File: src/rtl/btn_cond_pkg.sv
// Shared constants and helpers for the pushbutton conditioner.
// Imported by the channel and top-level modules.
package btn_cond_pkg;

    localparam int DEBOUNCE_CYCLES_50MHZ_10MS = 500000;
    localparam int DEBOUNCE_CYCLES_SIM = 8;
    localparam int NUM_BUTTONS_DEFAULT = 4;

    // Bits needed to count 0..value-1, never less than one.
    function automatic int clog2(input int value);
        int r;
        r = 0;
        for (int i = 0; i < 32; i++) begin
            if ((64'd1 << i) < 64'(value)) begin
                r = i + 1;
            end
        end
        return (r < 1) ? 1 : r;
    endfunction

endpackage

File: src/rtl/button_debounce_conditioner_channel.sv
// One button: 2-FF synchronizer, stability counter, debounced level
// and registered press/release strobes.
module debounce_channel
    import btn_cond_pkg::*;
#(
    parameter int DEBOUNCE_CYCLES = DEBOUNCE_CYCLES_50MHZ_10MS,
    parameter int CNT_WIDTH = clog2(DEBOUNCE_CYCLES)
) (
    input  logic clk,
    input  logic reset,
    input  logic button_n_in,
    output logic button_n_out,
    output logic press_pulse,
    output logic release_pulse
);

    localparam logic [CNT_WIDTH-1:0] CNT_LAST =
        CNT_WIDTH'(DEBOUNCE_CYCLES - 1);

    logic                 sync1;
    logic                 sync2;
    logic [CNT_WIDTH-1:0] cnt;

    always_ff @(posedge clk or posedge reset) begin
        if (reset) begin
            sync1         <= 1'b1;
            sync2         <= 1'b1;
            button_n_out  <= 1'b1;
            cnt           <= '0;
            press_pulse   <= 1'b0;
            release_pulse <= 1'b0;
        end else begin
            sync1         <= button_n_in;
            sync2         <= sync1;
            press_pulse   <= 1'b0;
            release_pulse <= 1'b0;
            // Any cycle back at the stable level discards the count.
            if (sync2 == button_n_out) begin
                cnt <= '0;
            end else if (cnt == CNT_LAST) begin
                button_n_out  <= sync2;
                cnt           <= '0;
                press_pulse   <= ~sync2;
                release_pulse <= sync2;
            end else begin
                cnt <= cnt + 1'b1;
            end
        end
    end

endmodule

File: src/rtl/button_debounce_conditioner.sv
// Debounces the active-low board buttons and keeps sticky press
// flags with a maskable interrupt for the button PIO.
module button_debounce_conditioner
    import btn_cond_pkg::*;
#(
    parameter int NUM_BUTTONS = NUM_BUTTONS_DEFAULT,
    parameter int DEBOUNCE_CYCLES = DEBOUNCE_CYCLES_50MHZ_10MS,
    parameter int CNT_WIDTH = clog2(DEBOUNCE_CYCLES)
) (
    input  logic                   clk,
    input  logic                   reset,
    input  logic [NUM_BUTTONS-1:0] button_n_in,
    output logic [NUM_BUTTONS-1:0] button_n_out,
    output logic [NUM_BUTTONS-1:0] press_pulse,
    output logic [NUM_BUTTONS-1:0] release_pulse,
    output logic [NUM_BUTTONS-1:0] edge_capture,
    input  logic [NUM_BUTTONS-1:0] edge_clear,
    input  logic [NUM_BUTTONS-1:0] irq_mask,
    output logic                   irq
);

    for (genvar i = 0; i < NUM_BUTTONS; i++) begin : g_chan
        debounce_channel #(
            .DEBOUNCE_CYCLES (DEBOUNCE_CYCLES),
            .CNT_WIDTH       (CNT_WIDTH)
        ) u_chan (
            .clk           (clk),
            .reset         (reset),
            .button_n_in   (button_n_in[i]),
            .button_n_out  (button_n_out[i]),
            .press_pulse   (press_pulse[i]),
            .release_pulse (release_pulse[i])
        );
    end

    // A press landing with a clear still sets, so no press is lost.
    always_ff @(posedge clk or posedge reset) begin
        if (reset) begin
            edge_capture <= '0;
        end else begin
            edge_capture <= press_pulse | (edge_capture & ~edge_clear);
        end
    end

    assign irq = |(edge_capture & irq_mask);

endmodule
File: config.mk
export PLATFORM = sky130hd
export DESIGN_NAME = button_debounce_conditioner
export DESIGN_NICKNAME = d
export VERILOG_FILES = /design/src/rtl/btn_cond_pkg.sv /design/src/rtl/button_debounce_conditioner_channel.sv /design/src/rtl/button_debounce_conditioner.sv
export SDC_FILE = /design/constraint.sdc
export NUM_CORES = 1
export LEC_CHECK = 0
export ABC_AREA = 1
export CAP_MARGIN = 25
export CORE_MARGIN = 1.5
export CORE_UTILIZATION = 60
export DETAILED_ROUTE_END_ITERATION = 12
export HOLD_SLACK_MARGIN = 0.1
export PLACE_DENSITY_LB_ADDON = 0.12
export SLEW_MARGIN = 20
export SYNTH_ARGS = -nofsm -noshare
export SYNTH_HDL_FRONTEND = slang
export SYNTH_SLANG_ARGS = --single-unit
File: constraint.sdc
create_clock -name clk -period 9.8 [get_ports clk]
set_input_delay 1.96 -clock clk [delete_from_list [all_inputs] [get_ports clk]]
set_output_delay 1.96 -clock clk [all_outputs]
set_load 0.02 [all_outputs]
Word level (Yosys, flattened, before mapping) --
Cells that the tools add are included.
Word-level totals: register bits after elaboration 100
Operators by class: add/subtract/negate cells 4, eq/ne operators 8, muxes and demuxes 24, bitwise logic cells 12, reduce and logical (&&, ||, !) cells 5
Operators by type and width (number):
- 19-bit two-way mux | 8
- 19-bit by 1-bit adder with 19-bit output, second input constant | 4
- 19-bit equality test, second input constant | 4
- 1-bit two-way mux | 16
- 4-bit bitwise AND | 2
- 1-bit inverter | 8
- 2-bit AND reduction | 4
- 1-bit equality test | 4
- 4-bit inverter | 1
- 4-bit bitwise OR | 1
- 4-bit OR reduction | 1

Logic depth before layout (Yosys ltp) --
depth in word-level cells 3, mapped depth 9, gate-level depth less buffers 9

Modules after synthesis --
Synthesis repeated with hierarchy kept, for this count alone.
Second synthesis, totals: cell total of the unflattened synthesis 642, area total of the unflattened synthesis 5352.6 um^2
Modules (own cells, without submodules):
- debounce_channel | times used 4, cells an instance 155, area an instance 1292.5 um^2
- button_debounce_conditioner | times used 1, cells an instance 22, area an instance 182.7 um^2

Least setup slack after synthesis --
Ideal clock, no wire load.
path type input to output, start input irq_mask[0], end output irq, arrival time 2.237 ns, setup slack 5.603 ns, stages 2, path through nand2_1 -> nand4_1
On the way: word-level cells in the longest chain between the ends 2
Ends and longest elaborated chain:
- start, declared | line button_debounce_conditioner.sv:18 | input logic [NUM_BUTTONS-1:0] irq_mask,
- 4-bit bitwise AND | line button_debounce_conditioner.sv:45 | assign irq = |(edge_capture & irq_mask);
- 4-bit OR reduction | line button_debounce_conditioner.sv:45
- end, declared | line button_debounce_conditioner.sv:19 | output logic irq
Every way passes these cells.

Final worst setup path --
start input irq_mask[3], end output irq
Same word-level chain as after synthesis.

==> metrics <==
total of warnings raised by yosys=0; Core Rows=34; ys flop type=dfrtp_1; class of the tightest hold or removal check=flop to flop; Port Buffer Count=30; cell count after synthesis=685; relative slew slack=0.555; clock tree from TritonCTS=yes; Cell Count Post-Placement=just over 800; core footprint=approximately 8700 µm²; buffer depth of the longest clock path=2; detailed placer's ending HPWL=between 7 and 8 mm; filler cell count in the final layout=approximately 690; Post-CTS Setup Bufs=0; insertion delay to the later sink of the worst-skew pair=350 ps; initial antenna violation count=0; area of the multi-input gates=2490 µm²; CTS clock-pin slew for the worst setup and hold paths=90 ps; final WL=10.3 mm; layout overhead on the synthesized area=11.1%; TritonCTS buffer count=9; H-Tree Level Count=3; routed len/inst=12.5 µm; post-CTS sizing=0; weighted congestion at the end of routability-driven global placement=0.908; share of the cycle needed by the critical path after routing=0.527; worst clock skew on the final layout=7.13 ps; DRT antenna net count=0; total standard cell area after synthesis=5400 µm²; Max IR drop VDD=0.0961 mV; Power Density=roughly 130 nW/µm²; starting density of the core=0.619; nets in the synthesized netlist=703; standby leakage power=2.54 nW; Avg Synthesized Cell Area=roughly 8 µm²; sequential-to-total area share from yosys stat=0.466; number of enable-type register cells in the synthesized netlist=0; critical path data arrival time=~3200 ps; shortest clock period the worst path allows after layout=slightly above 5000 ps; final net count=732; final count of hold timing violations=0; synthesis-stage register bit count=100; Chip Width=~98 µm; via count of the first global-routing pass=4209; DRC violation count after routing=0; number of buffers inserted for hold repair after clock tree synthesis=0; class of the most critical setup path=input pin to output pin; die span in y=97.9 µm; max-slew violation total from the final report=0; vias after detailed routing=~4200; diode insertion count for antenna repair=0; Max-Cap Viols=0; run status=complete, no violations; wire length of the first global-routing pass=between 15 and 20 mm; final sum of negative setup slack=0 ps; crit start category=input pin; worst slew pin tran=668 ps; Sinks on Clock Net=100; area used by sequential logic in the layout=2520 µm²; unrepaired setup endpoints after global routing=false; Max Freq=about 190 MHz; root buffer cell=clkbuf_8; post-synthesis async set-or-reset flop share=1.00; initial drt markers=130; fraction of final layout cells with drive strength greater than 1=0.122; number of vias per cell=a little over 5; WP data required=7840 ps; kind of capture point of the worst setup path=output pin; number of standard cells in the final layout excluding fillers=827; largest driver fanout on the critical path=1; area of the die=9580 µm²; IO Count=31; GRT Resource Usage Total=0.233; maximum number of pins on one net before global-route repair=57; number of library cell types mapped by synthesis=32; overflow left after global routing=0; Initial DRT Pass Iterations=4; setup violation total in the final timing report=0
## placed cells by master (no fill, tap or decap), types with 6 or more instances in the layout
cell and n:
clkdlybuf4s50_1 30, dfrtp_1 88, xnor2_1 15, inv_1 73, a21oi_1 17, o21ai_0 8, dfstp_2 12, nand2_1 118
clkbuf_8 11, nand4_1 6, nor2_1 177, nor2_2 21, nand3_1 45, nand2_2 13, nor3_1 11, nor2_4 10
xor2_1 23
## kinds of logic after synthesis
| family | after synthesis | synth area share |
|---|---|---|
| flops | 100 | 0.466 |
| simple gates | 419 | 0.356 |
| fa+ha+maj | 4 | 0.00927 |
| xor+xnor | 38 | 0.0616 |
| compound gates | 32 | 0.0336 |
| buf+inv | 92 | 0.0728 |
## through the flow
| stage | power (mW) | setup WS, ps | utilization | cell area (µm²) | hold slack, ps |
|---|---|---|---|---|---|
| finish | 0.771 | 4640 | 0.688 | 6000 | 359 |
| global route | 0.801 | 4590 | 0.688 | 6000 | 363 |
| CTS | 0.782 | 4620 | 0.688 | 6000 | 359 |
| detailed placement | 0.461 | 4620 | 0.659 | 5750 | 348 |
| global placement | 0.460 | 4620 | 0.659 | 5750 | 347 |
| floorplan | 0.449 | 5240 | - | 5400 | 345 |
## worst max-delay path, stage by stage
cell and delay, ps:
clkdlybuf4s50_1 460, nand2_1 90, nand4_1 100, clkdlybuf4s50_1 600
## cells in the mapped netlist (2+ instances only)
master	instances	share of area
inv_2	4	0.0028
a21oi_1	17	0.016
o21ai_1	2	0.0019
ha_1	4	0.0093
nor3b_1	5	0.0070
xor2_1	23	0.037
inv_1	74	0.051
buf_4	12	0.017
nand3_1	45	0.042
nor3_2	2	0.0037
nor2_1	177	0.12
nand2_1	118	0.082
nand2_2	13	0.015
nor2_4	10	0.021
nor2_2	21	0.024
nand4_1	6	0.0070
dfstp_2	12	0.058
nand3_2	2	0.0037
and2_1	2	0.0023
nand2_4	3	0.0063
o21ai_0	8	0.0074
dfrtp_1	88	0.41
o21bai_1	4	0.0056
nor3_1	11	0.010
xnor2_1	15	0.024
## per-layer routing
layer / global-route usage / share of wire / up-vias
met4: 0.0868 / 0.019 / 0
li1: - / - / 2159
met3: 0.0415 / 0.032 / 16
met5: 0 / 0 / -
met1: 0.296 / 0.45 / 1995
met2: 0.398 / 0.49 / 69
## path summary, 6_finish.rpt
check                                       startpoint                           end  slack (ps)  cells after the start
worst min register to register  g_chan[3].u_chan.sync1        g_chan[3].u_chan.sync2         360                      0
worst min-delay path            g_chan[3].u_chan.sync1        g_chan[3].u_chan.sync2         360                      0
worst max register to register  g_chan[0].u_chan.sync2      g_chan[0].u_chan.cnt[17]        8190                      5
max in group asynchronous                        reset  g_chan[0].u_chan.press_pulse        6730                      3
worst max-delay path                       irq_mask[3]                           irq        4640                      4
min in group asynchronous                        reset               edge_capture[2]        1990                      2
## where the power goes
group / switching (mW) / total [mW] / leakage, nW / internal, mW
clock network: 0.135 / 0.318 / 0.127 / 0.183
registers: 0.00390 / 0.423 / 1.35 / 0.419
logic: 0.0194 / 0.0293 / 1.06 / 0.00990
total: 0.158 / 0.771 / 2.54 / 0.613
## final cells by class
type                    instances  share of cell area
flip-flops and latches        100               0.420
multi-input cells             493               0.415
inverters                      79              0.0501
well taps                     108              0.0225
clock buffers                  12              0.0259
repair buffers                 31              0.0513
clock inverters                 4              0.0158
## sequential cells by signal, summed over array words and instances (netlist names)
signal,flops
g_chan.u_chan.cnt,76
edge_capture,4
g_chan.u_chan.button_n_out,4
g_chan.u_chan.press_pulse,4
g_chan.u_chan.release_pulse,4
g_chan.u_chan.sync1,4
g_chan.u_chan.sync2,4
No activity file was read; power rests on OpenSTA's default activity.
